==> src/rtl/uart_pkg.sv <==
// Shared types and sizing helpers for the UART receive path.
// UART_RX_PARITY_EN adds the PARITY state.
package uart_pkg;

  typedef enum logic [2:0] {
    IDLE,
    START,
    DATA,
`ifdef UART_RX_PARITY_EN
    PARITY,
`endif
    STOP,
    BREAK
  } state_t;

  localparam int CLKS_PER_BIT_DFLT = 16;
  localparam int HALF = CLKS_PER_BIT_DFLT / 2;

  function automatic int cnt_w(input int n);
    return (n > 1) ? $clog2(n) : 1;
  endfunction

endpackage

==> src/rtl/uart_rx_fifo_wr_if.sv <==
// Async FIFO write port: data, write strobe and full flag.
// master = producer side, slave = FIFO side.
interface uart_rx_fifo_wr_if #(
  parameter int DATA_WIDTH = 8
);

  logic [DATA_WIDTH-1:0] wdata;
  logic                  winc;
  logic                  wfull;

  modport master (
    output wdata,
    output winc,
    input  wfull
  );

  modport slave (
    input  wdata,
    input  winc,
    output wfull
  );

endinterface

==> src/rtl/sync_2ff.sv <==
// Two-flop synchroniser with a selectable reset value.
// Also suits multi-bit gray-coded pointer crossings.
module sync_2ff #(
  parameter int   W       = 1,
  parameter logic RST_VAL = 1'b0
) (
  input  logic         clk,
  input  logic         rst,
  input  logic [W-1:0] d,
  output logic [W-1:0] q
);

  logic [W-1:0] meta;

  always_ff @(posedge clk) begin
    if (rst) begin
      meta <= {W{RST_VAL}};
      q    <= {W{RST_VAL}};
    end else begin
      meta <= d;
      q    <= meta;
    end
  end

endmodule

==> src/rtl/uart_rx_fifo_wr.sv <==
// UART receiver feeding the async FIFO write port.
// Define UART_RX_PARITY_EN to add a parity bit before stop.
module uart_rx_fifo_wr
  import uart_pkg::*;
#(
  parameter int DATA_WIDTH   = 8,
  parameter int CLKS_PER_BIT = CLKS_PER_BIT_DFLT,
  parameter int PARITY_ODD   = 0
) (
  input  logic              wrclk,
  input  logic              wrst,
  input  logic              rx,
  uart_rx_fifo_wr_if.master wr,
  output logic              frame_err,
  output logic              overrun,
  output logic              parity_err,
  output logic              busy
);

  localparam int HALF_BIT = CLKS_PER_BIT / 2;
  localparam int CW = cnt_w(CLKS_PER_BIT);
  localparam int BW = cnt_w(DATA_WIDTH);
  localparam logic [CW-1:0] CNT_MID = CW'(HALF_BIT - 1);
  localparam logic [CW-1:0] CNT_END = CW'(CLKS_PER_BIT - 1);
  localparam logic [BW-1:0] BIT_END = BW'(DATA_WIDTH - 1);
  localparam logic PAR_SENSE = (PARITY_ODD != 0);

  state_t                state;
  state_t                state_n;
  logic [CW-1:0]         cnt;
  logic [BW-1:0]         bitn;
  logic [DATA_WIDTH-1:0] sh;
  logic [DATA_WIDTH-1:0] wdata_q;
  logic                  winc_q;
  logic                  rx_s;
  logic                  bit_end;
  logic                  stop_smp;
  logic                  par_bad;
  logic                  fe_n;
  logic                  pe_n;
  logic                  ov_n;
  logic                  wi_n;

  sync_2ff #(
    .W      (1),
    .RST_VAL(1'b1)
  ) u_sync (
    .clk(wrclk),
    .rst(wrst),
    .d  (rx),
    .q  (rx_s)
  );

  assign bit_end = (cnt == CNT_END);

  always_comb begin
    state_n = state;
    unique case (state)
      IDLE:  if (!rx_s) state_n = START;
      START: if (cnt == CNT_MID) state_n = rx_s ? IDLE : DATA;
      DATA: begin
        if (bit_end && bitn == BIT_END) begin
`ifdef UART_RX_PARITY_EN
          state_n = PARITY;
`else
          state_n = STOP;
`endif
        end
      end
`ifdef UART_RX_PARITY_EN
      PARITY: if (bit_end) state_n = STOP;
`endif
      // Leave at mid-stop so a back-to-back start edge is not missed
      STOP:  if (bit_end) state_n = rx_s ? IDLE : BREAK;
      BREAK: if (rx_s) state_n = IDLE;
      default: state_n = IDLE;
    endcase
  end

`ifdef UART_RX_PARITY_EN
  logic par_q;

  always_ff @(posedge wrclk) begin
    if (wrst) begin
      par_q <= 1'b0;
    end else if (state == PARITY && bit_end) begin
      par_q <= rx_s;
    end
  end

  assign par_bad = par_q != ((^sh) ^ PAR_SENSE);
`else
  // No parity bit on the line, so never a mismatch
  assign par_bad = PAR_SENSE & 1'b0;
`endif

  assign stop_smp = (state == STOP) && bit_end;
  assign fe_n = stop_smp && !rx_s;
  assign pe_n = stop_smp && rx_s && par_bad;
  assign ov_n = stop_smp && rx_s && !par_bad && wr.wfull;
  assign wi_n = stop_smp && rx_s && !par_bad && !wr.wfull;

  always_ff @(posedge wrclk) begin
    if (wrst) begin
      state      <= IDLE;
      cnt        <= '0;
      bitn       <= '0;
      sh         <= '0;
      wdata_q    <= '0;
      winc_q     <= 1'b0;
      frame_err  <= 1'b0;
      overrun    <= 1'b0;
      parity_err <= 1'b0;
    end else begin
      state <= state_n;
      if (state_n != state || bit_end) begin
        cnt <= '0;
      end else begin
        cnt <= cnt + 1'b1;
      end
      if (state == DATA && bit_end) begin
        sh[bitn] <= rx_s;
        bitn     <= (bitn == BIT_END) ? '0 : bitn + 1'b1;
      end
      winc_q     <= wi_n;
      frame_err  <= fe_n;
      overrun    <= ov_n;
      parity_err <= pe_n;
      if (wi_n) begin
        wdata_q <= sh;
      end
    end
  end

  assign busy     = (state != IDLE);
  assign wr.winc  = winc_q;
  assign wr.wdata = wdata_q;

endmodule

==> src/flat_wrapper.sv <==
// flat-port wrapper written by rule: the top's interface ports become plain ports
module uart_rx_fifo_wr_flat import uart_pkg::*;
#(
  parameter int DATA_WIDTH   = 8,
  parameter int CLKS_PER_BIT = CLKS_PER_BIT_DFLT,
  parameter int PARITY_ODD   = 0
)
  (wrclk, wrst, rx, frame_err, overrun, parity_err, busy, wr_wdata, wr_winc, wr_wfull);
  uart_rx_fifo_wr_if #(.DATA_WIDTH(DATA_WIDTH)) wr_i ();
  input  logic wrclk;
  input  logic wrst;
  input  logic rx;
  output logic frame_err;
  output logic overrun;
  output logic parity_err;
  output logic busy;
  output wire logic [$bits(wr_i.wdata)-1:0] wr_wdata;
  output wire logic [$bits(wr_i.winc)-1:0] wr_winc;
  input wire logic [$bits(wr_i.wfull)-1:0] wr_wfull;
  assign wr_wdata = wr_i.wdata;
  assign wr_winc = wr_i.winc;
  assign wr_i.wfull = wr_wfull;
  uart_rx_fifo_wr #(.DATA_WIDTH(DATA_WIDTH), .CLKS_PER_BIT(CLKS_PER_BIT), .PARITY_ODD(PARITY_ODD)) u_core (.wrclk(wrclk), .wrst(wrst), .rx(rx), .wr(wr_i), .frame_err(frame_err), .overrun(overrun), .parity_err(parity_err), .busy(busy));
endmodule
==> config.mk <==
export PLATFORM = sky130hd
export DESIGN_NAME = uart_rx_fifo_wr_flat
export DESIGN_NICKNAME = d
export VERILOG_FILES = /design/src/rtl/uart_pkg.sv /design/src/rtl/uart_rx_fifo_wr_if.sv /design/src/rtl/sync_2ff.sv /design/src/rtl/uart_rx_fifo_wr.sv /design/src/flat_wrapper.sv
export SDC_FILE = /design/constraint.sdc
export NUM_CORES = 1
export LEC_CHECK = 0
export BUFFER_PORTS_ARGS = -buffer_cell sky130_fd_sc_hd__buf_2
export CAP_MARGIN = 30
export CORE_ASPECT_RATIO = 0.75
export CORE_MARGIN = 2
export CORE_UTILIZATION = 40
export DETAILED_ROUTE_END_ITERATION = 16
export PLACE_DENSITY = 0.67
export SYNTH_ARGS = -nofsm -noshare
export SYNTH_HDL_FRONTEND = slang
export SYNTH_HIERARCHICAL = 1
export SYNTH_SLANG_ARGS = --single-unit
==> constraint.sdc <==
create_clock -name wrclk -period 2.21 [get_ports wrclk]
set_input_delay 0.442 -clock wrclk [delete_from_list [all_inputs] [get_ports wrclk]]
set_output_delay 0.442 -clock wrclk [all_outputs]
set_load 0.01 [all_outputs]
; Word level (Yosys, flattened, before mapping)
; Index checks and enable logic that the tools add are counted.
; W data, S select, Z words.
[classes]
add_sub_neg = 2
n_lt_le_gt_ge = 2
n_eq_ne = 8
muxes = 12
reduce_logical = 14
[ops]
columns = op, count
row1 = $mux W3, 7
row2 = $pmux W3 S5, 1
row3 = $bwmux W8, 1
row4 = $logic_and A1 B1 Y1, 8
row5 = $eq A3 B2 Y1 const B, 2
row6 = $eq A3 B3 Y1 const B, 2
row7 = $add A4 B1 Y4 const B, 1
row8 = $eq A4 B3 Y1 const B, 1
row9 = $eq A4 B4 Y1 const B, 1
row10 = $lt A3 B4 Y1 const B, 1
row11 = $add A3 B1 Y3 const B, 1
row12 = $demux W1 S3, 1
row13 = $eq A3 B1 Y1 const B, 1
row14 = $ge A3 B1 Y1 const B, 1
row15 = $logic_not A3 Y1, 1
row16 = $ne A3 B3 Y1, 1
row17 = $reduce_bool A3 Y1, 1
row18 = $logic_not A1 Y1, 2
row19 = $mux W2, 1
row20 = $reduce_or A2 Y1, 1
row21 = $logic_or A1 B1 Y1, 1
row22 = $mux W1, 1
[totals]
ff_bits = 31
wordCells = 48

; Logic depth before layout (Yosys ltp)
[depth]
ltp_word = 7
ltp_mapped = 6

; By module
; Netlist, hierarchy kept.
[modules_own_cells]
columns = mod, instances, cells_per_inst, area_each_um2, seq_area_each_um2
row1 = uart_rx_fifo_wr, 1, 144, 1249.9, 580.6
row2 = sync_2ff, 1, 4, 52.6, 40.0

; Worst setup path after synthesis
; OpenSTA, ideal clock, no wires.
[synth_timing]
path_type = reg2reg
from = register u_core.cnt[0]
to = register u_core.wdata_q[0] (netlist: u_core/wr.wdata[0])
setup_ns = 0.132
arrival_time_ns = 1.492
t_required_ns = 2.078
setup_slack_ns = 0.585
path_stages_with_launch = 7
path_buffers = 1
cell_sequence = dfxtp_1 -> ha_1 -> nand4_2 -> or4_1 -> buf_2 -> nand2_1 -> a21oi_1
[synth_between]
elab_chain_len = 4
[synth_lines]
columns = item, line
row1 = "start, declared", uart_rx_fifo_wr.sv:30  ; logic [CW-1:0] cnt;
row2 = "start signal, assigned", uart_rx_fifo_wr.sv:119  ; cnt <= cnt + 1'b1;
row3 = $eq A4 B4 Y1, uart_rx_fifo_wr.sv:54  ; assign bit_end = (cnt == CNT_END);
row4 = $logic_and A1 B1 Y1, uart_rx_fifo_wr.sv:97  ; assign stop_smp = (state == STOP) && bit_end;
row5 = $logic_and A1 B1 Y1, -
row6 = $logic_and A1 B1 Y1, uart_rx_fifo_wr.sv:101  ; assign wi_n = stop_smp && rx_s && !par_bad && !wr.wfull;
row7 = "end signal, assigned", uart_rx_fifo_wr.sv:130  ; wdata_q <= sh;
row8 = "end, declared", uart_rx_fifo_wr.sv:33  ; logic [DATA_WIDTH-1:0] wdata_q;
; Every way passes these cells.
; A chain may end at the register's enable or synchronous reset.

; Worst setup path after layout
[layout_timing]
from = register u_core.cnt[0]
to = register u_core.wdata_q[4] (netlist: u_core/wr.wdata[4])
; Same word-level chain as after synthesis.

==> impl_metrics.py <==
metrics = {
    "outcome": {
        "status": "complete, no violations",
    },
    "logic_synthesis": {
        "synth.yosys.seq_area_share_pct": 47.65,
        "synth_edf_count": 0,
        "synthMuxAreaShare_pct": 8.453,
        "synth_area_leaders": "dfxtp_1 (48%), mux2i_1 (8.5%), nand2_1 (6.1%), nor2_1 (6.1%), a21oi_1 (4.2%)",
        "yosys_warnings": 6,
        "ys.flop_type": "dfxtp_1",
        "synthesis.area_mm2": 0.001302,
        "synthDominantCellAreaShare_pct": 47.65,
        "synth_nets": 155,
        "synth-compound-area-share_pct": 8.549,
        "syn_inst": 148,
        "synth_top_family_by_area": "simple AND/OR/NAND/NOR gates",
        "ys_seq_elements": 31,
        "synth_top_area_cell": "dfxtp_1",
        "synth_cell_types": 32,
        "async_reset_ff_share_pct": 0,
        "yosys.area_share.xor_xnor_pct": 2.017,
        "synthAdderAreaFrac_pct": 2.882,
        "synth-simple-area-share_pct": 25.65,
        "avgSynthCellArea_um2": 8.801,
    },
    "clock_tree": {
        "post-cts-setup-buffers": 0,
        "cts_num_sinks": 31,
        "cts_tree": "done",
        "cts_buffer_depth": 2,
        "clk_latency_ns": 0.27,
        "path_clk_slew_ns": 0.06,
        "root_buffer": "clkbuf_8",
        "cts_max_level": 2,
        "cts-buffers-inserted": 5,
        "ctsHoldBuffers": 0,
        "cts-resized-gates": 0,
    },
    "final_layout": {
        "finalNonFillerCells": 200,
        "area_growth_pct": 14.02,
        "final_cell_mix": "dfxtp_1 (31), nor2_1 (21), nand2_1 (21)",
        "layout-drive-gt1-share_pct": 16.67,
        "antennaDiodeCount": 0,
        "final_common_cell": "dfxtp_1",
        "num-nets-final": 168,
    },
    "worst_setup_path": {
        "crit_path_end_kind": "flip-flop",
        "worstSetupPathType": "reg -> reg",
        "start_kind": "flip-flop",
        "required_ns": 2.35,
        "cp.arrival_ns": 2.02,
        "worstPathMaxFanout": 9,
    },
    "die": {
        "rows": 17,
        "ios": 17,
        "design.core.area_mm2": 0.003020,
        "die-area_mm2": 0.003734,
        "fp.dieH_um": 53.42,
        "initial_core_util_pct": 43.12,
        "die_x_um": 69.89,
    },
    "global_routing": {
        "grt_pass1_vias": 943,
        "antenna_found_initial": 0,
        "grt.overflow.total": 0,
        "grt_pass1_wl_um": 3953,
        "grt_max_degree": 29,
        "grtUsageTotal_pct": 13.64,
    },
    "routing": {
        "dr.max_layer_used": "met3",
        "viasPerCell": 5.220,
        "drt_iter0_drc": 54,
        "wl_met1_um": 1191,
        "wirelength_um": 2404,
        "wl_met3_um": 112,
        "route.detailed.drc": 0,
        "wl_met2_um": 1100,
        "first_pass_iters": 4,
        "ant_nets": 0,
        "drt-wirelength-per-cell_um": 12.02,
        "vias": 1044,
    },
    "timing": {
        "setup_violations": 0,
        "slew_viol_final": 0,
        "fin_tns_setup_ns": 0,
        "worst_pin_slew_ns": 0.5002,
        "fin_crit_sh_pct": 84.92,
        "setup_slack_ns": 0.3333,
        "skew_ns": 0.002658,
        "max_freq_mhz": 532.8,
        "rsz0062_at_grt": "false",
        "maxSlewHeadroom_pct": 66.58,
        "hold_viol": 0,
        "period_needed_ns": 1.877,
    },
    "power_and_ir_drop": {
        "power.internal_uw": 864.8,
        "p_sw_uw": 225.9,
        "sw_frac_of_total_pct": 20.71,
        "leakage_uw": 0.0006319,
        "seqPwrFrac_pct": 52.6,
        "power_density_mw_per_mm2": 734.4,
        "ir_drop_uv": 422.0,
        "combPwrFrac_pct": 3.8,
        "pwr-share-clk_pct": 43.5,
    },
    "placement": {
        "place.gp.congestion": 0.7848,
        "hpwl_um": 1731,
        "dp_slack_ns": 0.3504,
        "port_buffers": 15,
        "dp.cells": 192,
    },
    "min_path": {
        "hold_path_class": "in -> reg",
    },
    "job": {
        "cap_violations": 0,
    },
}
## routing by layer
metal | up-vias | GRT usage (%)
li1 | 529 | -
met2 | 21 | 23.33
met1 | 494 | 15.43
met4 | 0 | 5.449
met3 | 0 | 5.524
met5 | - | 0
## worst paths after layout
check,start,end,slack (ns),depth (start not counted)
min,rx,u_core/u_sync/meta,0.34,2
max reg2reg,u_core/cnt[0],u_core/wr.wdata[4],0.33,5
min reg2reg,u_core/u_sync/meta,u_core/u_sync/q,0.40,1
max,u_core/cnt[0],u_core/wr.wdata[4],0.33,5
## layout make-up
cell class	count	area [um2]
Tap cell	38	47.55
Timing Repair Buffer	16	82.58
Fill cell	310	1535
Inverter	3	11.26
Multi-Input combinational cell	104	623.1
Sequential cell	31	620.6
Clock buffer	8	100.1
## Yosys cell counts, types with 2 or more instances
cell / number
buf_2: 4
or2_1: 2
nor3_1: 5
a311oi_1: 2
nand3_1: 8
nor2_1: 21
dfxtp_1: 31
nand2_1: 21
clkbuf_1: 4
ha_1: 3
nand4_1: 2
nor2b_1: 2
inv_1: 3
xnor2_1: 2
mux2i_1: 11
a21oi_1: 11
## power by group through the flow
stage          clock network [uW]  registers [uW]  logic (uW)
2_1_floorplan                   0             583        33.5
3_3_place_gp                    0             586        39.1
3_5_place_dp                    0             586        41.4
4_1_cts                       485             574        41.6
5_1_grt                       513             575        46.5
6_report                      475             574        41.7
## critical path: stages (launching register included)
cell and delay [ns]:
dfxtp_1 0.35, ha_1 0.30, nand4_2 0.20, or4_1 0.69, nand2_1 0.14, a21oi_1 0.06
## stage by stage
stage	total power [uW]	cell area, um2	util (%)	hold WS, ns
final	1091	1485	49.17	0.3442
after global routing	1134	1485	49.17	0.3399
after CTS	1101	1485	49.17	0.3395
after detailed placement	627.5	1385	45.86	0.3978
after global placement	624.8	1385	45.86	0.3932
after floorplan	616.6	1303	-	0.3854
## kinds of logic after synthesis
group                      count (synthesis)
AOI/OAI and AO/OA                         18
xor gates and xnor gates                   3
DFF                                       31
and+or+nand+nor                           68
buffers and inverters                     13
other                                      1
adders and majority gates                  3
muxes                                     11
## flip-flops by register name, indices dropped and copies added (netlist names), 3 cells and up
register	flops
u_core/cnt	4
u_core/sh	8
u_core/wr.wdata	8
u_core/bitn	3
u_core/state	3
Note: power is estimated with default switching activity, not from simulation.
